==> src/rtl/mul_defs_pkg.sv <==
// rtl/mul_defs_pkg.sv - shared FSM encodings and legal operand widths for the multiplier/divider family
package mul_defs;

  localparam logic [1:0] ST_IDLE = 2'd0;
  localparam logic [1:0] ST_BUSY = 2'd1;
  localparam logic [1:0] ST_DONE = 2'd2;

  localparam int NUM_LEGAL_WIDTHS = 5;

  function automatic bit legal_width(input int w);
    return (w == 4) || (w == 8) || (w == 16) || (w == 32) || (w == 64);
  endfunction

endpackage

==> src/rtl/seq_mul_adder.sv <==
// rtl/seq_mul_adder.sv - WIDTH-bit ripple adder with carry in/out used by the shift-add datapath
module adder #(
  parameter int WIDTH = 32
) (
  input  logic [WIDTH-1:0] a,
  input  logic [WIDTH-1:0] b,
  input  logic             cin,
  output logic [WIDTH-1:0] sum,
  output logic             cout
);

  assign {cout, sum} = {1'b0, a} + {1'b0, b} + {{WIDTH{1'b0}}, cin};

endmodule

==> src/rtl/seq_mul.sv <==
// rtl/seq_mul.sv - radix-2 sequential signed/unsigned multiplier, fixed WIDTH-cycle latency
module seq_mul
  import mul_defs::*;
#(
  parameter int WIDTH = 32
) (
  input  logic               clk,
  input  logic               rst,
  input  logic               in_valid,
  output logic               in_ready,
  input  logic               in_signed,
  input  logic [WIDTH-1:0]   in_a,
  input  logic [WIDTH-1:0]   in_b,
  output logic               out_valid,
  input  logic               out_ready,
  output logic [2*WIDTH-1:0] out_prod,
  output logic               busy
);

  localparam int CW = $clog2(WIDTH);

  logic [1:0]         state;
  logic [CW-1:0]      count;
  // Bit 0 of the accumulator is always shifted out before it is read again, so it is not stored.
  logic [2*WIDTH-1:1] acc;
  logic [WIDTH-1:0]   mcand;
  logic [WIDTH-1:0]   mplier;
  logic               neg;

  logic               accept;
  logic               last;
  logic [WIDTH-1:0]   mag_a;
  logic [WIDTH-1:0]   mag_b;
  logic [WIDTH-1:0]   addend;
  logic [WIDTH-1:0]   sum;
  logic               cout;
  logic [2*WIDTH-1:0] step;
  logic [2*WIDTH-1:0] prod_fix;

  assign in_ready  = (state == ST_IDLE);
  assign out_valid = (state == ST_DONE);
  assign busy      = (state != ST_IDLE);
  assign accept    = in_valid & in_ready;
  assign last      = (count == CW'(WIDTH - 1));

  // The most-negative value negates to itself, which read as unsigned is the correct magnitude.
  assign mag_a = (in_signed & in_a[WIDTH-1]) ? -in_a : in_a;
  assign mag_b = (in_signed & in_b[WIDTH-1]) ? -in_b : in_b;

  assign addend = mplier[0] ? mcand : '0;

  adder #(
    .WIDTH(WIDTH)
  ) u_adder (
    .a    (acc[2*WIDTH-1:WIDTH]),
    .b    (addend),
    .cin  (1'b0),
    .sum  (sum),
    .cout (cout)
  );

  assign step     = {cout, sum, acc[WIDTH-1:1]};
  assign prod_fix = neg ? -step : step;

  always_ff @(posedge clk or posedge rst) begin
    if (rst) begin
      state    <= ST_IDLE;
      count    <= '0;
      acc      <= '0;
      mcand    <= '0;
      mplier   <= '0;
      neg      <= 1'b0;
      out_prod <= '0;
    end else begin
      case (state)
        ST_IDLE: begin
          if (accept) begin
            mcand  <= mag_a;
            mplier <= mag_b;
            neg    <= in_signed & (in_a[WIDTH-1] ^ in_b[WIDTH-1]);
            acc    <= '0;
            count  <= '0;
            state  <= ST_BUSY;
          end
        end
        ST_BUSY: begin
          acc    <= step[2*WIDTH-1:1];
          mplier <= mplier >> 1;
          count  <= count + 1'b1;
          if (last) begin
            out_prod <= prod_fix;
            state    <= ST_DONE;
          end
        end
        ST_DONE: begin
          if (out_ready) state <= ST_IDLE;
        end
        default: state <= ST_IDLE;
      endcase
    end
  end

endmodule

==> config.mk <==
export PLATFORM = sky130hd
export DESIGN_NAME = seq_mul
export DESIGN_NICKNAME = d
export VERILOG_FILES = /design/src/rtl/mul_defs_pkg.sv /design/src/rtl/seq_mul_adder.sv /design/src/rtl/seq_mul.sv
export SDC_FILE = /design/constraint.sdc
export NUM_CORES = 1
export LEC_CHECK = 0
export ABC_AREA = 1
export BUFFER_PORTS_ARGS = -buffer_cell sky130_fd_sc_hd__buf_2
export CAP_MARGIN = 20
export CORE_ASPECT_RATIO = 1.5
export CORE_UTILIZATION = 50
export DETAILED_ROUTE_END_ITERATION = 10
export PLACE_DENSITY = 0.69
export SLEW_MARGIN = 20
export SYNTH_ARGS = -nofsm -noshare
export SYNTH_HDL_FRONTEND = slang
export SYNTH_SLANG_ARGS = --single-unit
==> constraint.sdc <==
create_clock -name clk -period 7.2 [get_ports clk]
set_input_delay 0 -clock clk [delete_from_list [all_inputs] [get_ports clk]]
set_output_delay 0 -clock clk [all_outputs]
set_load 0.05 [all_outputs]
==> results.json, run 1 <==
{
  "status": "finished, final reports clean",
  "dpl.hpwl_um": 27400,
  "rsz0062_at_grt": "false",
  "synth-seq-cells": 199,
  "cts_resized": 0,
  "routed_wl_um": 37200,
  "timing.fmax_mhz": 256,
  "finalClockSkew_ns": 0.00927,
  "crit_buf_inv": 1,
  "cp-start-kind": "flop",
  "drc": 0,
  "clk_transition_reported_paths_ns": 0.07,
  "multi_input_area_um2": 7260,
  "drt_first_pass_iters": 5,
  "die_h_um": 203,
  "p_per_area_nw_per_um2": 470,
  "p_leak_uw": 0.00845,
  "clock_latency_ns": 0.45,
  "syn_inst": 1983,
  "max_stage_delay_ns": 1.02,
  "slowest_stage": "dfrtp_1",
  "track_usage": 0.285,
  "fin_tns_setup_ns": 0,
  "ir_drop_uv": 287,
  "cpMostUsedCell": "nand2_1",
  "port_buffers": 135,
  "finalMaxSlewViolations": 0,
  "critical_path_class": "flop to flop",
  "cap_violations": 0,
  "setup_viol": 0,
  "post-route-min-period_ns": 3.90,
  "clockBufferDepth": 2,
  "crit_chain": "nand2_1, inv_1, ha_1, fa_1, nand3_1, nand3_1, nand2_1, nand2_1, nand3_1, nand2_1, nand2_1, nand2_2, nand2_1, nor2_1, nand3_1, nand2_1, nand3_1, nand3_1, nand2_1",
  "finalPower_uw": 7410,
  "syn_to_final_growth_pct": 16.9,
  "worst_pin_slew_ns": 1.07,
  "detail-route-antenna-nets": 0,
  "cp_max_fo": 33,
  "root_buffer": "clkbuf_16",
  "fin_crit_sh": 0.542,
  "cts_sinks": 199,
  "cts_buffers": 17,
  "yosysSeqAreaShare": 0.369,
  "start_util": 0.509,
  "hp-class": "input port to asynchronous set/reset pin",
  "cts-htree-levels": 4,
  "ys_warn_count": 0,
  "relSlewSlack": 0.288,
  "grt_overflow_total": 0,
  "finalHoldViolCount": 0,
  "ff2ff_setup_slack_ns": 3.30,
  "die_w_um": 136,
  "grt_pass1_wl_um": 61900,
  "syn_area_per_cell_um2": 6.80,
  "first_global_vias": 13000,
  "fillers": 2541,
  "num_vias": 13200,
  "gp_congestion": 0.999,
  "antenna_found_initial": 0,
  "drt_iter0_drc": 614,
  "core_um2": 26500,
  "layout.nets": 2264,
  "cp_top_family": "simple AND/OR/NAND/NOR gates",
  "syn-cell-area_um2": 13500,
  "num_rows": 73,
  "viasPerCell": 5.26,
  "cp.required_ns": 7.54,
  "yosysUniqueCellTypes": 47,
  "wl_per_cell_um": 14.8,
  "worstPathArrival_ns": 4.24,
  "cts_tree": "built",
  "grt_start_max_net_pins": 114,
  "ff_latch_area_um2": 4980,
  "antenna_cells": 0,
  "syn_nets": 2090,
  "ios": 136,
  "cp-end-kind": "flop",
  "die_area_um2": 27700,
  "drive_gt1_frac": 0.116
}
-- stage by stage --
stage	std cells	utilization	area [um2]	hold slack [ns]	setup slack [ns]
3_3_place_gp	2401	0.545	14400	0.188	3.46
5_1_grt	2507	0.596	15800	0.263	3.07
3_5_place_dp	2401	0.545	14400	0.194	3.40
2_1_floorplan	1983	-	13500	0.0975	1.77
6_report	2507	0.596	15800	0.198	3.30
4_1_cts	2507	0.596	15800	0.228	3.39
-- cells in the mapped netlist (all sizes together) --
master	instances	area [um2]
nor3	21	121
a21o	2	15.0
ha	37	463
o211ai	1	7.51
clkinv	1	3.75
a21boi	1	7.51
and2	5	31.3
a32o	2	20.0
xor2	74	648
o41ai	2	17.5
o21a	2	15.0
a22o	2	17.5
buf	6	32.5
or4	1	7.51
and3	2	12.5
nand2	666	2560
nor2	183	749
a31oi	3	18.8
o21ai	152	764
xnor2	11	96.3
nand4	34	213
o31ai	10	75.1
or2	7	43.8
nor4	4	25.0
inv	273	1020
a21oi	37	189
nand3	115	601
nand3b	8	60.1
dfrtp	199	4980
a22oi	28	210
o21bai	4	30.0
fa	1	20.0
o22ai	33	206
clkbuf	56	210
-- cells by family (layout without fill, tap and decap cells) --
group	Yosys count	after routing	synth area share
simple gates	1046	1046	0.328
xor+xnor	85	85	0.0552
fa+ha+maj	38	38	0.0358
buf+inv	336	523	0.0942
compound gates	279	279	0.118
flops	199	199	0.369
-- worst paths after layout --
path | to | cells after the start | startpoint
worst min-delay path | out_prod[35] | 3 | rst
max in group asynchronous | mcand[25] | 4 | rst
worst max register to register | out_prod[59] | 19 | mplier[0]
min in group clk | state[0] | 4 | in_valid
worst min register to register | out_prod[22] | 2 | out_prod[22]
worst max-delay path | out_prod[59] | 19 | mplier[0]
-- routing by layer --
layer | part of all wire | GRT usage
met5 | 0 | 0
met4 | 0.041 | 0.139
met3 | 0.040 | 0.0365
met2 | 0.51 | 0.516
met1 | 0.40 | 0.326
-- tightest hold or removal path, cell delays in order --
cell and delay [ns]:
dlygate4sd3_1 0.53, buf_2 0.15, inv_8 0.49
-- placed cells by master, fill, tap and decap left out, types with 36 or more instances in the layout --
cell type	instances
ha_1	37
buf_2	135
dfrtp_1	199
dlygate4sd3_1	74
nand3_1	110
xor2_1	74
nand2_1	640
nor2_1	159
inv_1	262
a21oi_1	36
o21ai_0	146
-- final cells by class --
| class | instances | share of cell area |
|---|---|---|
| clock buffer | 19 | 0.0287 |
| clock inverter | 13 | 0.00936 |
| inverter | 274 | 0.0656 |
| multi-input combinational | 1448 | 0.460 |
| sequential | 199 | 0.316 |
| tap | 337 | 0.0267 |
| timing repair buffer | 217 | 0.0938 |
-- repair_timing --
| action | 4_1_cts | 5_1_grt |
|---|---|---|
| setup buffers | 0 | 0 |
| endpoints found under the hold margin | 178 | 0 |
| hold buffers | 74 | 0 |
-- report_power, final --
group	leakage [uW]	internal, uW	switching [uW]
Clock	0.000287	534	446
Combinational	0.00561	1390	3120
Sequential	0.00255	1600	321
Total	0.00845	3530	3890
-- sequential cells by signal (all words and copies together), names as in the netlist --
signal / flops
acc: 63
count: 5
mcand: 32
mplier: 32
neg: 1
out_prod: 64
state: 2
Note: power is estimated with default switching activity, not from simulation.
==> inputs of run 2 (changes only) <==
==> constraint.sdc (replaced) <==
create_clock -name clk -period 4 [get_ports clk]
set_input_delay 0 -clock clk [delete_from_list [all_inputs] [get_ports clk]]
set_output_delay 0 -clock clk [all_outputs]
set_load 0.05 [all_outputs]
==> run 2 against run 1 <==
  * Cell area grew 0.28%
  * Non-clock buffer count grew 6
  * Setup slack lost 2.7 ns
==> results.json, run 2 (same netlist as run 1, synthesis figures left out) <==
{
  "syn_to_final_growth_pct": 17.3,
  "detail-route-antenna-nets": 0,
  "worst_pin_slew_ns": 1.12,
  "p_int_uw": 6300,
  "cp-end-kind": "flop",
  "rsz0062_at_grt": "false",
  "finalMaxSlewViolations": 0,
  "cp-start-kind": "flop",
  "timing.fmax_mhz": 298,
  "drt_first_pass_iters": 7,
  "largestRegisters": "out_prod x64, acc x63",
  "layout_commonest_cell": "nand2_1",
  "routed_wl_um": 37000,
  "post_cts_buffers": 0,
  "utilization": 0.597,
  "regMostFlops": "out_prod",
  "clock_latency_ns": 0.47,
  "dpl.hpwl_um": 28100,
  "relSlewSlack": 0.254,
  "grt_start_max_net_pins": 109,
  "worstPathArrival_ns": 3.71,
  "dp.cells": 2405,
  "swShare": 0.527,
  "post-place-ws_ns": 0.618,
  "share_comb_of_total_power": 0.613,
  "drive_gt1_frac": 0.117,
  "cts-htree-levels": 4,
  "viasPerCell": 5.22,
  "die_h_um": 203,
  "clk_transition_reported_paths_ns": 0.07,
  "layout.nets": 2270,
  "drt_iter0_drc": 582,
  "p_leak_uw": 0.00847,
  "num_vias": 13100,
  "ir_drop_uv": 572,
  "port_buffers": 135,
  "clockBufferDepth": 2,
  "critical_path_class": "flop to flop",
  "root_buffer": "clkbuf_16",
  "ios": 136,
  "fin_crit_sh": 0.839,
  "drc": 0,
  "cap_violations": 0,
  "finalClockSkew_ns": 0.0101,
  "setup_viol": 0,
  "antenna_cells": 0,
  "p_sw_uw": 7000,
  "largest_register_ffs": 64,
  "finalHoldViolCount": 0,
  "num_rows": 73,
  "core_um2": 26500,
  "cts_buffers": 17,
  "track_usage": 0.287,
  "cp.required_ns": 4.35,
  "cts_sinks": 199,
  "hp-class": "input port to flop",
  "post-route-min-period_ns": 3.36,
  "wl_per_cell_um": 14.7,
  "cts_tree": "built",
  "mostFrequentLayoutCells": "640 x nand2_1, 262 x inv_1, 199 x dfrtp_1",
  "die_w_um": 136,
  "fin_cells": 2513,
  "cp_max_fo": 27,
  "seqPwrFrac": 0.257,
  "fin_tns_setup_ns": 0,
  "start_util": 0.509,
  "grt_overflow_total": 0,
  "gp_congestion": 1.02,
  "p_clk_frac": 0.130,
  "p_per_area_nw_per_um2": 840,
  "first_global_vias": 13100,
  "antenna_found_initial": 0,
  "grt_pass1_wl_um": 62000,
  "fin_ws_ns": 0.645,
  "status": "finished, final reports clean",
  "die_area_um2": 27700
}
==> run 2: final timing paths <==
check                              from            to  slack [ns]  cells past startpoint
max reg2reg                   mplier[0]  out_prod[59]        0.64                     20
max in group asynchronous           rst    mplier[27]        2.69                      5
min reg2reg                out_prod[20]  out_prod[20]        0.48                      2
max                           mplier[0]  out_prod[59]        0.64                     20
min in group asynchronous           rst  out_prod[27]        0.24                      4
min                            in_valid      state[0]        0.14                      4
==> run 2: power by group through the flow <==
stage,Clock [uW],Combinational [uW],Sequential (uW)
after global routing,1840,9190,3530
after CTS,1770,8150,3420
after floorplan,0,5470,4030
final,1730,8150,3420
after global placement,0,7930,3440
after detailed placement,0,8050,3450
==> run 2: per-stage QoR <==
stage	instance area, um2	hold WS (ns)	total power [uW]
2_1_floorplan	13500	0.0975	9490
3_3_place_gp	14500	0.188	11400
3_5_place_dp	14500	0.202	11500
4_1_cts	15800	0.112	13300
5_1_grt	15800	0.178	14600
6_report	15800	0.141	13300
==> run 2: metal layers <==
metal	wire, um	track usage	vias to the layer above	share of wire
met5	0	0	-	0
met2	19400	0.525	346	0.52
met3	1280	0.0323	110	0.035
met4	1980	0.179	0	0.053
li1	-	-	6711	-
met1	14400	0.308	5963	0.39
==> run 2: final cells by class <==
cell class | count | area, um2
tap | 337 | 422
timing repair buffer | 223 | 1540
sequential | 199 | 4980
multi-input combinational | 1448 | 7260
inverter | 274 | 1030
clock inverter | 15 | 164
fill | 2505 | 10700
clock buffer | 17 | 425
==> run 2: worst max-delay path, cell delays in order, from the launching register on <==
cell     delay (ns)
dfrtp_1        0.44
buf_4          0.25
nand2_1        0.11
inv_1          0.05
ha_1           0.37
nand2_1        0.13
nor2_1         0.28
inv_1          0.09
nor3_1         0.29
and2_1         0.19
nand2_1        0.11
nand2_1        0.10
nand2_1        0.06
nand2_2        0.15
nand2_1        0.08
nor2_2         0.17
nand2_1        0.08
nand2_1        0.08
nand3_1        0.08
nand3_1        0.10
nand2_1        0.06
==> run 2: what timing repair did <==
item | 4_1_cts | 5_1_grt
resized for setup | 0 | 0
hold buffers | 76 | 0
endpoints found under the hold margin | 222 | 0
==> inputs of run 3 (changes only) <==
==> constraint.sdc (replaced) <==
create_clock -name clk -period 3.25 [get_ports clk]
set_input_delay 0 -clock clk [delete_from_list [all_inputs] [get_ports clk]]
set_output_delay 0 -clock clk [all_outputs]
set_load 0.05 [all_outputs]
==> run 3 against run 2 <==
  * Core utilization is 0.89 points higher
  * Cell count up 0.40%
  * Clock-buffer cell count up 2
  * Clock power increased by 19%
  * Wire length hardly changed
  * First-iteration DRC count grew 4.6%
  * Combinational power increased by 28%
  * Die area stayed put
  * Flip-flop and latch count unchanged
  * Global-route usage is 0.26 points lower
==> results.json, run 3 (same netlist as run 1, synthesis figures left out) <==
{
  "status": "finished, final reports clean",
  "hp-class": "input port to flop",
  "syn_to_final_growth_pct": 19.0,
  "grt_start_max_net_pins": 103,
  "drive_gt1_frac": 0.136,
  "ff2ff_setup_slack_ns": 0.21,
  "port_buffers": 135,
  "multi_input_area_um2": 7400,
  "clockBufferDepth": 2,
  "largestRegisters": "out_prod x64, acc x63",
  "relSlewSlack": 0.396,
  "die_w_um": 136,
  "layout_commonest_cell": "nand2_1",
  "layout.nets": 2280,
  "drc": 0,
  "worst_pin_slew_ns": 0.905,
  "post-route-min-period_ns": 3.04,
  "ir_drop_uv": 658,
  "dpl.hpwl_um": 28000,
  "mostFrequentLayoutCells": "633 x nand2_1, 262 x inv_1, 199 x dfrtp_1",
  "cp-end-kind": "flop",
  "cts-htree-levels": 4,
  "largest_register_ffs": 64,
  "cp.required_ns": 3.59,
  "grt_overflow_total": 0,
  "antenna_cells": 0,
  "num_rows": 73,
  "track_usage": 0.284,
  "cp-start-kind": "flop",
  "timing.fmax_mhz": 329,
  "placed_cell_area_um2": 14600,
  "first_global_vias": 13400,
  "regMostFlops": "out_prod",
  "cts_tree": "built",
  "num_vias": 13400,
  "die_h_um": 203,
  "core_um2": 26500,
  "root_buffer": "clkbuf_16",
  "fin_cells": 2523,
  "cp_max_fo": 27,
  "critical_path_class": "flop to flop",
  "design_area_um2": 16100,
  "fin_crit_sh": 0.935,
  "clk_transition_reported_paths_ns": 0.07,
  "fin_tns_setup_ns": 0,
  "cts_buffers": 17,
  "worstPathArrival_ns": 3.38,
  "wl_per_cell_um": 14.7,
  "finalHoldViolCount": 0,
  "finalPower_uw": 16700,
  "clock_latency_ns": 0.45,
  "utilization": 0.606,
  "grt_pass1_wl_um": 61900,
  "setup_viol": 0,
  "die_area_um2": 27700,
  "p_per_area_nw_per_um2": 1040,
  "routed_wl_um": 37000,
  "cts_sinks": 199,
  "ff_latch_area_um2": 4980,
  "finalClockSkew_ns": 0.00835,
  "viasPerCell": 5.30,
  "cap_violations": 0,
  "drt_iter0_drc": 609,
  "antenna_found_initial": 0,
  "detail-route-antenna-nets": 0,
  "p_leak_uw": 0.00853,
  "finalMaxSlewViolations": 0,
  "fillers": 2542,
  "dp.cells": 2414,
  "drt_first_pass_iters": 5,
  "gp_congestion": 0.930,
  "start_util": 0.509,
  "ios": 136
}
## run 3: cell count changes in the layout (fill, tap and decap cells not counted), sizes merged
cell	previous run	this run
clkbuf	17	19
inv	279	276
buf	147	157
clkinv	5	6
## run 3: timing repair
item,CTS,global route
hold endpoints to repair,265,0
hold buffers,76,0
pin swaps,0,2
buffers inserted,0,1
gates resized for setup,1,37
setup endpoints to repair,2,13
gates cloned,0,0
## run 3: area by class of cell
type,count,area share
multi-input combinational,1448,0.461
clock inverter,13,0.00763
timing repair buffer,233,0.104
clock buffer,19,0.0276
inverter,274,0.0643
tap,337,0.0263
sequential,199,0.310
## run 3: layer usage
metal	global-route usage	part of all wire	up-vias
li1	-	-	6711
met3	0.0333	0.037	108
met2	0.521	0.53	336
met5	0	0	-
met4	0.172	0.051	0
met1	0.307	0.38	6208
## run 3: where the power goes
part           switching [uW]  internal, uW  total, uW
combinational            7050          3350      10400
clock                     975          1090       2060
sequential                671          3550       4220
total                    8690          7980      16700
## run 3: critical path, stage by stage (launching register included)
cell     delay [ns]
dfrtp_1        0.42
buf_12         0.17
nand2_1        0.07
inv_1          0.04
ha_1           0.37
nand2_1        0.14
nor2_1         0.20
and2_1         0.20
nand4_1        0.17
nand3_1        0.13
nand2_1        0.06
nand2_1        0.10
nand2_1        0.11
nor2_2         0.17
nand3_1        0.17
nand2_1        0.16
nand3_1        0.09
nand3_1        0.09
nand2_1        0.06
## run 3: worst paths after layout
| check | startpoint | to | cells after the start |
|---|---|---|---|
| setup / recovery | mplier[0] | out_prod[62] | 18 |
| hold reg to reg | out_prod[13] | out_prod[13] | 2 |
| max in group asynchronous | rst | mplier[23] | 4 |
| min in group asynchronous | rst | out_prod[29] | 4 |
| hold / removal | in_valid | state[0] | 3 |
| setup reg to reg | mplier[0] | out_prod[62] | 18 |
## run 3: metrics by stage
| step | hold WS, ns | setup slack [ns] |
|---|---|---|
| 2_1_floorplan | 0.0975 | 0.398 |
| 3_3_place_gp | 0.184 | 0.00714 |
| 3_5_place_dp | 0.208 | 0.00142 |
| 4_1_cts | 0.195 | 0.123 |
| 5_1_grt | 0.281 | -0.0322 |
| 6_report | 0.217 | 0.212 |
